<file path="config.mk">
export PLATFORM = sky130hd
export DESIGN_NAME = ramp_code_capture
export DESIGN_NICKNAME = d
export VERILOG_FILES = /design/src/rtl/adc_pkg.sv /design/src/rtl/pixel_code_bank.sv /design/src/rtl/ramp_code_capture.sv
export SDC_FILE = /design/constraint.sdc
export NUM_CORES = 1
export LEC_CHECK = 0
export BUFFER_PORTS_ARGS = -buffer_cell sky130_fd_sc_hd__clkbuf_2
export CAP_MARGIN = 40
export CORE_ASPECT_RATIO = 0.8
export CORE_UTILIZATION = 65
export CTS_CLUSTER_DIAMETER = 150
export CTS_CLUSTER_SIZE = 8
export DETAILED_ROUTE_END_ITERATION = 10
export PLACE_DENSITY = 0.83
export SLEW_MARGIN = 0
export SYNTH_ARGS = -nofsm -noshare
export SYNTH_HDL_FRONTEND = slang
export SYNTH_SLANG_ARGS = --single-unit
export TNS_END_PERCENT = 5
</file>
<file path="constraint.sdc">
create_clock -name clk -period 5.9 [get_ports clk]
set_input_delay 0.295 -clock clk [delete_from_list [all_inputs] [get_ports clk]]
set_output_delay 0.295 -clock clk [all_outputs]
set_load 0.01 [all_outputs]
</file>
<file path="src/rtl/adc_pkg.sv">
// Shared definitions for the single-slope ADC ramp/capture logic.
package adc_pkg;

    localparam int ADC_NUM_PIXELS = 50;
    localparam int ADC_CODE_W     = 10;

    localparam logic [1:0] ST_IDLE    = 2'd0;
    localparam logic [1:0] ST_CONVERT = 2'd1;
    localparam logic [1:0] ST_READOUT = 2'd2;

    function automatic int max_code(input int w);
        return (1 << w) - 1;
    endfunction

endpackage

</file>
<file path="src/rtl/pixel_code_bank.sv">
// Per-pixel code and captured-flag registers with first-edge capture and readout mux.
module pixel_code_bank
    import adc_pkg::*;
#(
    parameter int NUM_PIXELS = ADC_NUM_PIXELS,
    parameter int CODE_W     = ADC_CODE_W,
    parameter int IDX_W      = $clog2(NUM_PIXELS)
) (
    input  logic                  clk,
    input  logic                  reset,
    input  logic                  clear_i,
    input  logic                  capture_en_i,
    input  logic [NUM_PIXELS-1:0] enable_i,
    input  logic [CODE_W-1:0]     ramp_cnt_i,
    input  logic [IDX_W-1:0]      rd_idx_i,
    output logic                  all_captured_nxt_o,
    output logic [CODE_W-1:0]     rd_code_o,
    output logic                  rd_overflow_o
);

    localparam logic [CODE_W-1:0] MAX_CODE = CODE_W'(max_code(CODE_W));

    logic [CODE_W-1:0]     code_q [NUM_PIXELS];
    logic [NUM_PIXELS-1:0] captured_q;
    logic [NUM_PIXELS-1:0] captured_d;
    logic [NUM_PIXELS-1:0] first_edge;

    always_comb begin
        first_edge = '0;
        captured_d = captured_q;
        if (clear_i) begin
            captured_d = '0;
        end else if (capture_en_i) begin
            first_edge = enable_i & ~captured_q;
            captured_d = captured_q | enable_i;
        end
    end

    // Includes this cycle's edges so the FSM can exit in the same cycle.
    assign all_captured_nxt_o = &(captured_q | enable_i);

    always_ff @(posedge clk) begin
        if (reset) begin
            captured_q <= '0;
        end else begin
            captured_q <= captured_d;
        end
    end

    always_ff @(posedge clk) begin
        for (int i = 0; i < NUM_PIXELS; i++) begin
            if (first_edge[i]) begin
                code_q[i] <= ramp_cnt_i;
            end
        end
    end

    assign rd_overflow_o = ~captured_q[rd_idx_i];
    assign rd_code_o     = captured_q[rd_idx_i] ? code_q[rd_idx_i] : MAX_CODE;

endmodule

</file>
<file path="src/rtl/ramp_code_capture.sv">
// Ramp counter FSM for one single-slope conversion plus valid/ready readout of all pixel codes.
//   state      | meaning
//   ST_IDLE    | waiting for start; enables ignored
//   ST_CONVERT | ramp running, counter stepping, first edges latched
//   ST_READOUT | streaming codes in pixel order
module ramp_code_capture
    import adc_pkg::*;
#(
    parameter int NUM_PIXELS = ADC_NUM_PIXELS,
    parameter int CODE_W     = ADC_CODE_W,
    parameter int IDX_W      = $clog2(NUM_PIXELS)
) (
    input  logic                  clk,
    input  logic                  reset,
    input  logic                  start,
    input  logic [NUM_PIXELS-1:0] enable,
    output logic                  ramp_run,
    output logic                  busy,
    output logic                  out_valid,
    input  logic                  out_ready,
    output logic [IDX_W-1:0]      out_pix_idx,
    output logic [CODE_W-1:0]     out_code,
    output logic                  out_overflow,
    output logic                  frame_done
);

    localparam logic [CODE_W-1:0] MAX_CODE = CODE_W'(max_code(CODE_W));
    localparam logic [IDX_W-1:0]  LAST_IDX = IDX_W'(NUM_PIXELS - 1);

    logic [1:0]        state_q, state_d;
    logic [CODE_W-1:0] ramp_cnt_q, ramp_cnt_d;
    logic [IDX_W-1:0]  idx_q, idx_d;
    logic              frame_done_q, frame_done_d;
    logic              clear_flags;
    logic              all_captured_nxt;
    logic [CODE_W-1:0] bank_code;
    logic              bank_overflow;

    always_comb begin
        state_d      = state_q;
        ramp_cnt_d   = ramp_cnt_q;
        idx_d        = idx_q;
        frame_done_d = 1'b0;
        clear_flags  = 1'b0;
        case (state_q)
            ST_IDLE: begin
                if (start) begin
                    clear_flags = 1'b1;
                    ramp_cnt_d  = '0;
                    state_d     = ST_CONVERT;
                end
            end
            ST_CONVERT: begin
                if (ramp_cnt_q == MAX_CODE || all_captured_nxt) begin
                    state_d = ST_READOUT;
                    idx_d   = '0;
                end else begin
                    ramp_cnt_d = ramp_cnt_q + 1'b1;
                end
            end
            ST_READOUT: begin
                if (out_ready) begin
                    if (idx_q == LAST_IDX) begin
                        state_d      = ST_IDLE;
                        idx_d        = '0;
                        frame_done_d = 1'b1;
                    end else begin
                        idx_d = idx_q + 1'b1;
                    end
                end
            end
            default: state_d = ST_IDLE;
        endcase
    end

    always_ff @(posedge clk) begin
        if (reset) begin
            state_q      <= ST_IDLE;
            ramp_cnt_q   <= '0;
            idx_q        <= '0;
            frame_done_q <= 1'b0;
        end else begin
            state_q      <= state_d;
            ramp_cnt_q   <= ramp_cnt_d;
            idx_q        <= idx_d;
            frame_done_q <= frame_done_d;
        end
    end

    pixel_code_bank #(
        .NUM_PIXELS (NUM_PIXELS),
        .CODE_W     (CODE_W),
        .IDX_W      (IDX_W)
    ) u_bank (
        .clk                (clk),
        .reset              (reset),
        .clear_i            (clear_flags),
        .capture_en_i       (state_q == ST_CONVERT),
        .enable_i           (enable),
        .ramp_cnt_i         (ramp_cnt_q),
        .rd_idx_i           (idx_q),
        .all_captured_nxt_o (all_captured_nxt),
        .rd_code_o          (bank_code),
        .rd_overflow_o      (bank_overflow)
    );

    // Readout fields are gated so they read zero outside READOUT.
    assign ramp_run     = (state_q == ST_CONVERT);
    assign busy         = (state_q != ST_IDLE);
    assign out_valid    = (state_q == ST_READOUT);
    assign out_pix_idx  = out_valid ? idx_q : '0;
    assign out_code     = out_valid ? bank_code : '0;
    assign out_overflow = out_valid & bank_overflow;
    assign frame_done   = frame_done_q;

endmodule

</file>
Yosys cells after proc, flatten, opt, wreduce, memory -nomap -nowiden
Memory sizes are Yosys's and may differ from the RTL's. A register that Yosys moved wholly into a read port is not among the register bits.
Cells that the tools add are included.

word-level totals
  logic and storage cells = 160
  bits in latches = 0
  output and inout port bits = 21
  input port bits = 54
  bits in read-only memories = 0
  RAM bits = 500
  memories = 1
  flip-flop bits (word level) = 69

memories
  name           depth  bits a word  rd ports  clocked after Yosys merged registers in  wr ports  line                   text
  u_bank.code_q  50     10           1         1                                        50        pixel_code_bank.sv:23  logic [CODE_W-1:0] code_q [NUM_PIXELS];

operators by class
  add/sub/neg operators = 2
  equality and inequality tests = 9
  divide/modulo/power cells = 0
  mux-type cells = 124
  multipliers = 0
  bitwise logic cells = 7
  $lt $le $gt $ge = 1
  reduce and logical (&&, ||, !) cells = 11
  shift-type cells = 0

operators with widths
  operator                 count
  $mux W1                  104
  $mux W50                 2
  $and A50 B50 Y50         1
  $not A50 Y50             1
  $or A50 B50 Y50          1
  $reduce_and A50 Y1       1
  $mux W10                 4
  $mux W6                  6
  $pmux W10 S2             1
  $pmux W6 S2              1
  $add A10 B1 Y10 const B  1
  $eq A10 B10 Y1 const B   1
  $mux W2                  4
  $lt A6 B7 Y1 const B     1
  $add A6 B1 Y6 const B    1
  $bmux W1 S6              1
  $eq A6 B6 Y1 const B     1
  $ne A2 B1 Y1 const B     3
  $pmux W2 S3              1
  $reduce_and A3 Y1        2
  $reduce_bool A2 Y1       3
  $ne A2 B2 Y1 const B     2
  $reduce_and A4 Y1        1
  $not A1 Y1               3
  other kinds (7)          7

Depth between registers and ports, before layout
  word-level depth = 7
  mapped depth = 9
  depth with buffers taken out = 7

Modules after synthesis
A second synthesis with hierarchy kept.

unflattened totals
  cells, all modules = 1303
  area total of the unflattened synthesis = 22970.8 um^2

by module, submodules not included
  module             cells each  area each (um^2)  instances  sequential area each (um^2)
  pixel_code_bank    1158        21808.4           1          16015.4
  ramp_code_capture  145         1162.4            1          380.4

Worst setup path after synthesis
Ideal clock, no wire load.

  path kind = register to register
  from = reg ramp_cnt_q[0]
  to = reg with a tool-made name
  setup slack = 3.267 ns
  data arrival time = 2.518 ns
  data required time = 5.785 ns
  library setup time = 0.115 ns
  clock period less this slack = 2.633 ns
  stages on the path, launching flop included = 9
  buffers on the path = 1
  path through = dfxtp_1 -> ha_1 -> nand3_1 -> nor2_1 -> nand4_1 -> o31ai_1 -> clkbuf_1 -> a21oi_1 -> o21ba_2

RTL lines
  what                      line                     text
  start: declaration        ramp_code_capture.sv:31  logic [CODE_W-1:0] ramp_cnt_q, ramp_cnt_d;
  start signal: assignment  ramp_code_capture.sv:84  ramp_cnt_q <= ramp_cnt_d;

==> results_dict.tcl <==
set metrics [dict create \
    dominantRegCellSynth "edfxtp_1" \
    crit_path_end "out_code[0]" \
    place.gp.congestion 1.018 \
    fillCellCount 1825 \
    min_period_over_period 0.7008 \
    initial_core_util 0.6605 \
    post_cts_buffers 0 \
    reg2reg_slack_ns 2.48 \
    hold_viol 0 \
    cts_root_buf "clkbuf_16" \
    clk_path_buf_depth 3 \
    cts_sinks 575 \
    grt_max_degree 59 \
    netlist_area_um2 22940 \
    finClkSkew_ns 0.02060 \
    clk_pin_slew_ns 0.05 \
    yosys.area.top_type "edfxtp_1" \
    multiInputGateArea_um2 6091 \
    rsz0062_at_grt "false" \
    core_region_area_um2 34730 \
    crit_arrival_ns 3.84 \
    path_cells "buf_4, mux4_2, o22ai_1, nor4_1, nor2_1, o21bai_1, clkbuf_2" \
    ios 75 \
    htree_levels 3 \
    stdcell_area_um2 26710 \
    first_global_vias 14300 \
    synth_seq_cells 575 \
    grt_antenna_before_repair 5 \
    synth_top_area_frac 0.6546 \
    grt_pass1_wl_mm 96.36 \
    powerDensity_nw_per_um2 347.1 \
    max_freq_mhz 241.8 \
    finalNetCount 1561 \
    cpPeakStageDelay_ns 0.80 \
    timing.rr.start "state_q[1]$_SDFFE_PP0P_" \
    port_buffers 74 \
    num_vias 14720 \
    layout.cells.non_filler 2013 \
    swShare 0.2121 \
    wl_mm 65.63 \
    dpl.cell_count 1888 \
    ff_latch_area_um2 16540 \
    drive_gt1_frac 0.2490 \
    criticalPathCategory "flip-flop to output pin" \
    slowest_stage "nor4_1" \
    critPathCaptureType "output pin" \
    placed_area_um2 24370 \
    rows 61 \
    async_flop_share 0 \
    wl_per_cell_um 32.60 \
    cts_buffers 81 \
    clock_latency_ns 0.58 \
    critPathRequiredTime_ns 5.61 \
    clkPwrFrac 0.458 \
    worst-path-stages 7 \
    p_leak_nw 8.803 \
    irDropWorstVdd_mv 0.2346 \
    setup_viol 0 \
    synthTopCellsByCount "500 x edfxtp_1, 127 x nor2_1, 125 x mux4_2, 79 x a21oi_1, 75 x dfxtp_1" \
    post_cts_resized 0 \
    area_delta_synth_final_pct 16.45 \
    ys_warn_count 0 \
    crit_buf_inv 2 \
    tns_ns 0 \
    post-route-drc-count 0 \
    die_area_um2 36050 \
    first_pass_iters 6 \
    die_w_um 212.0 \
    relSlewSlack 0.2911 \
    syn_nets 1398 \
    ant_nets 0 \
    die_y_um 170.0 \
    switching_power_mw 1.966 \
    cap_violations 0 \
    synth_edf_count 500 \
    min_period_ns 4.135 \
    syn_avg_cell_area_um2 17.11 \
    path_delay_family "simple AND/OR/NAND/NOR gates" \
    dp_hpwl_mm 40.43 \
    grt.total_usage 0.3796 \
    intPower_mw 7.304 \
    worstSetupStartpointType "flip-flop" \
    worst_slew_pin_slew_ns 1.034 \
    synthCells 1341 \
    yosysSeqAreaShare 0.7200 \
    avgViaCountPerCell 7.313 \
    slew_violations 0 \
    yosysMostFrequentCell "edfxtp_1" \
    drt_iter0_markers 2501 \
    status "complete, no violations" \
    overflow 0 \
    hold_class "input port to flip-flop" \
    pwr-share-seq 0.500 \
    r2r_cells 6 \
    synth_area_leaders "edfxtp_1 65%, mux4_2 12%, dfxtp_1 6.5%" \
    synth_cell_types 54 \
    worstPathMaxFanout 48 \
    cts_tree "yes" \
    pwr-share-comb 0.042 \
    reg2reg_to "u_bank.code_q[12][4]$_DFFE_PP_" \
]
## state kept, by name, indices dropped and copies added (netlist names), named ones only
signal and flops:
frame_done 1, u_bank.code_q 500, idx_q 6, state_q 2, ramp_cnt_q 10, u_bank.captured_q 50
## area by class of cell
cell class / instances / share of cell area
Clock buffer: 116 / 0.08479
Tap cell: 472 / 0.02211
Clock inverter: 1 / 0.0006090
Timing Repair Buffer: 152 / 0.04436
Inverter: 5 / 0.0007495
Multi-Input combinational cell: 689 / 0.2280
Antenna cell: 3 / 0.0002811
Sequential cell: 575 / 0.6191
## stage by stage
stage / utilization / hold WS [ns] / total power [mW] / setup slack (ns)
final: 0.7692 / 0.007469 / 9.270 / 1.765
after floorplan: - / 0.3666 / 4.865 / 3.267
after global routing: 0.7691 / 0.02032 / 9.454 / 1.712
after CTS: 0.7685 / 0.004419 / 9.258 / 1.859
after global placement: 0.6834 / 0.5028 / 5.012 / 2.282
after detailed placement: 0.7017 / 0.5170 / 5.065 / 2.534
## logic make-up (layout without fill, tap and decap cells)
logic type / count (synthesis) / in the layout / share of synthesized area
fa+ha+maj: 3 / 3 / 0.001637
flops: 575 / 575 / 0.7200
other cells: 0 / 3 / 0
mux: 153 / 153 / 0.1406
simple gates: 313 / 313 / 0.06306
compound gates: 220 / 220 / 0.06011
buf+inv: 77 / 274 / 0.01456
## per-layer routing
| metal | routed length [um] | vias to the layer above | global-route usage |
|---|---|---|---|
| met1 | 22990 | 7262 | 0.5383 |
| met3 | 9670 | 235 | 0.1008 |
| met5 | 46 | - | 0 |
| met2 | 29820 | 1455 | 0.5682 |
| li1 | - | 5766 | - |
| met4 | 3101 | 4 | 0.1553 |
## how the worst min path moves through the flow
stage	startpoint	end	slack (ns)	cells past startpoint
final	enable[2]	u_bank.captured_q[2]$_SDFFE_PP0P_	0.007	3
after global routing	enable[39]	u_bank.captured_q[39]$_SDFFE_PP0P_	0.02	3
after global placement	u_bank.captured_q[19]$_SDFFE_PP0P_	u_bank.captured_q[19]$_SDFFE_PP0P_	0.50	2
after CTS	enable[2]	u_bank.captured_q[2]$_SDFFE_PP0P_	0.004	3
after detailed placement	u_bank.captured_q[1]$_SDFFE_PP0P_	u_bank.captured_q[1]$_SDFFE_PP0P_	0.52	2
after floorplan	reset	state_q[0]$_SDFFE_PP0P_	0.37	1
## worst min-delay path: stages
cell and delay [ns]:
clkbuf_2 0.12, a21oi_1 0.07, nor2_1 0.07
## power by group through the flow
stage | Clock (mW) | Sequential (mW) | Combinational [mW]
2_1_floorplan | 0 | 4.68 | 0.190
3_3_place_gp | 0 | 4.70 | 0.313
3_5_place_dp | 0 | 4.70 | 0.363
4_1_cts | 4.25 | 4.63 | 0.374
5_1_grt | 4.41 | 4.64 | 0.400
6_report | 4.25 | 4.64 | 0.387
## layout by cell type, fill, tap and decap left out, types with 9 or more instances in the layout
cell type	count
clkbuf_1	30
nand2_1	72
edfxtp_1	500
and2_1	9
nor4_1	12
a31oi_1	10
o211ai_1	13
a21oi_1	79
a22oi_1	20
o22ai_1	65
nor2_1	127
dfxtp_2	10
clkbuf_2	74
buf_4	54
buf_12	10
clkbuf_16	86
nand3_1	40
mux4_2	125
mux2i_1	20
dfxtp_1	63
## timing repair
| item | in CTS | in global routing |
|---|---|---|
| hold buffers | 4 | 0 |
| endpoints found under the hold margin | 4 | 0 |
| setup endpoints to repair | 0 | 0 |
Note: power is estimated with default switching activity, not from simulation.
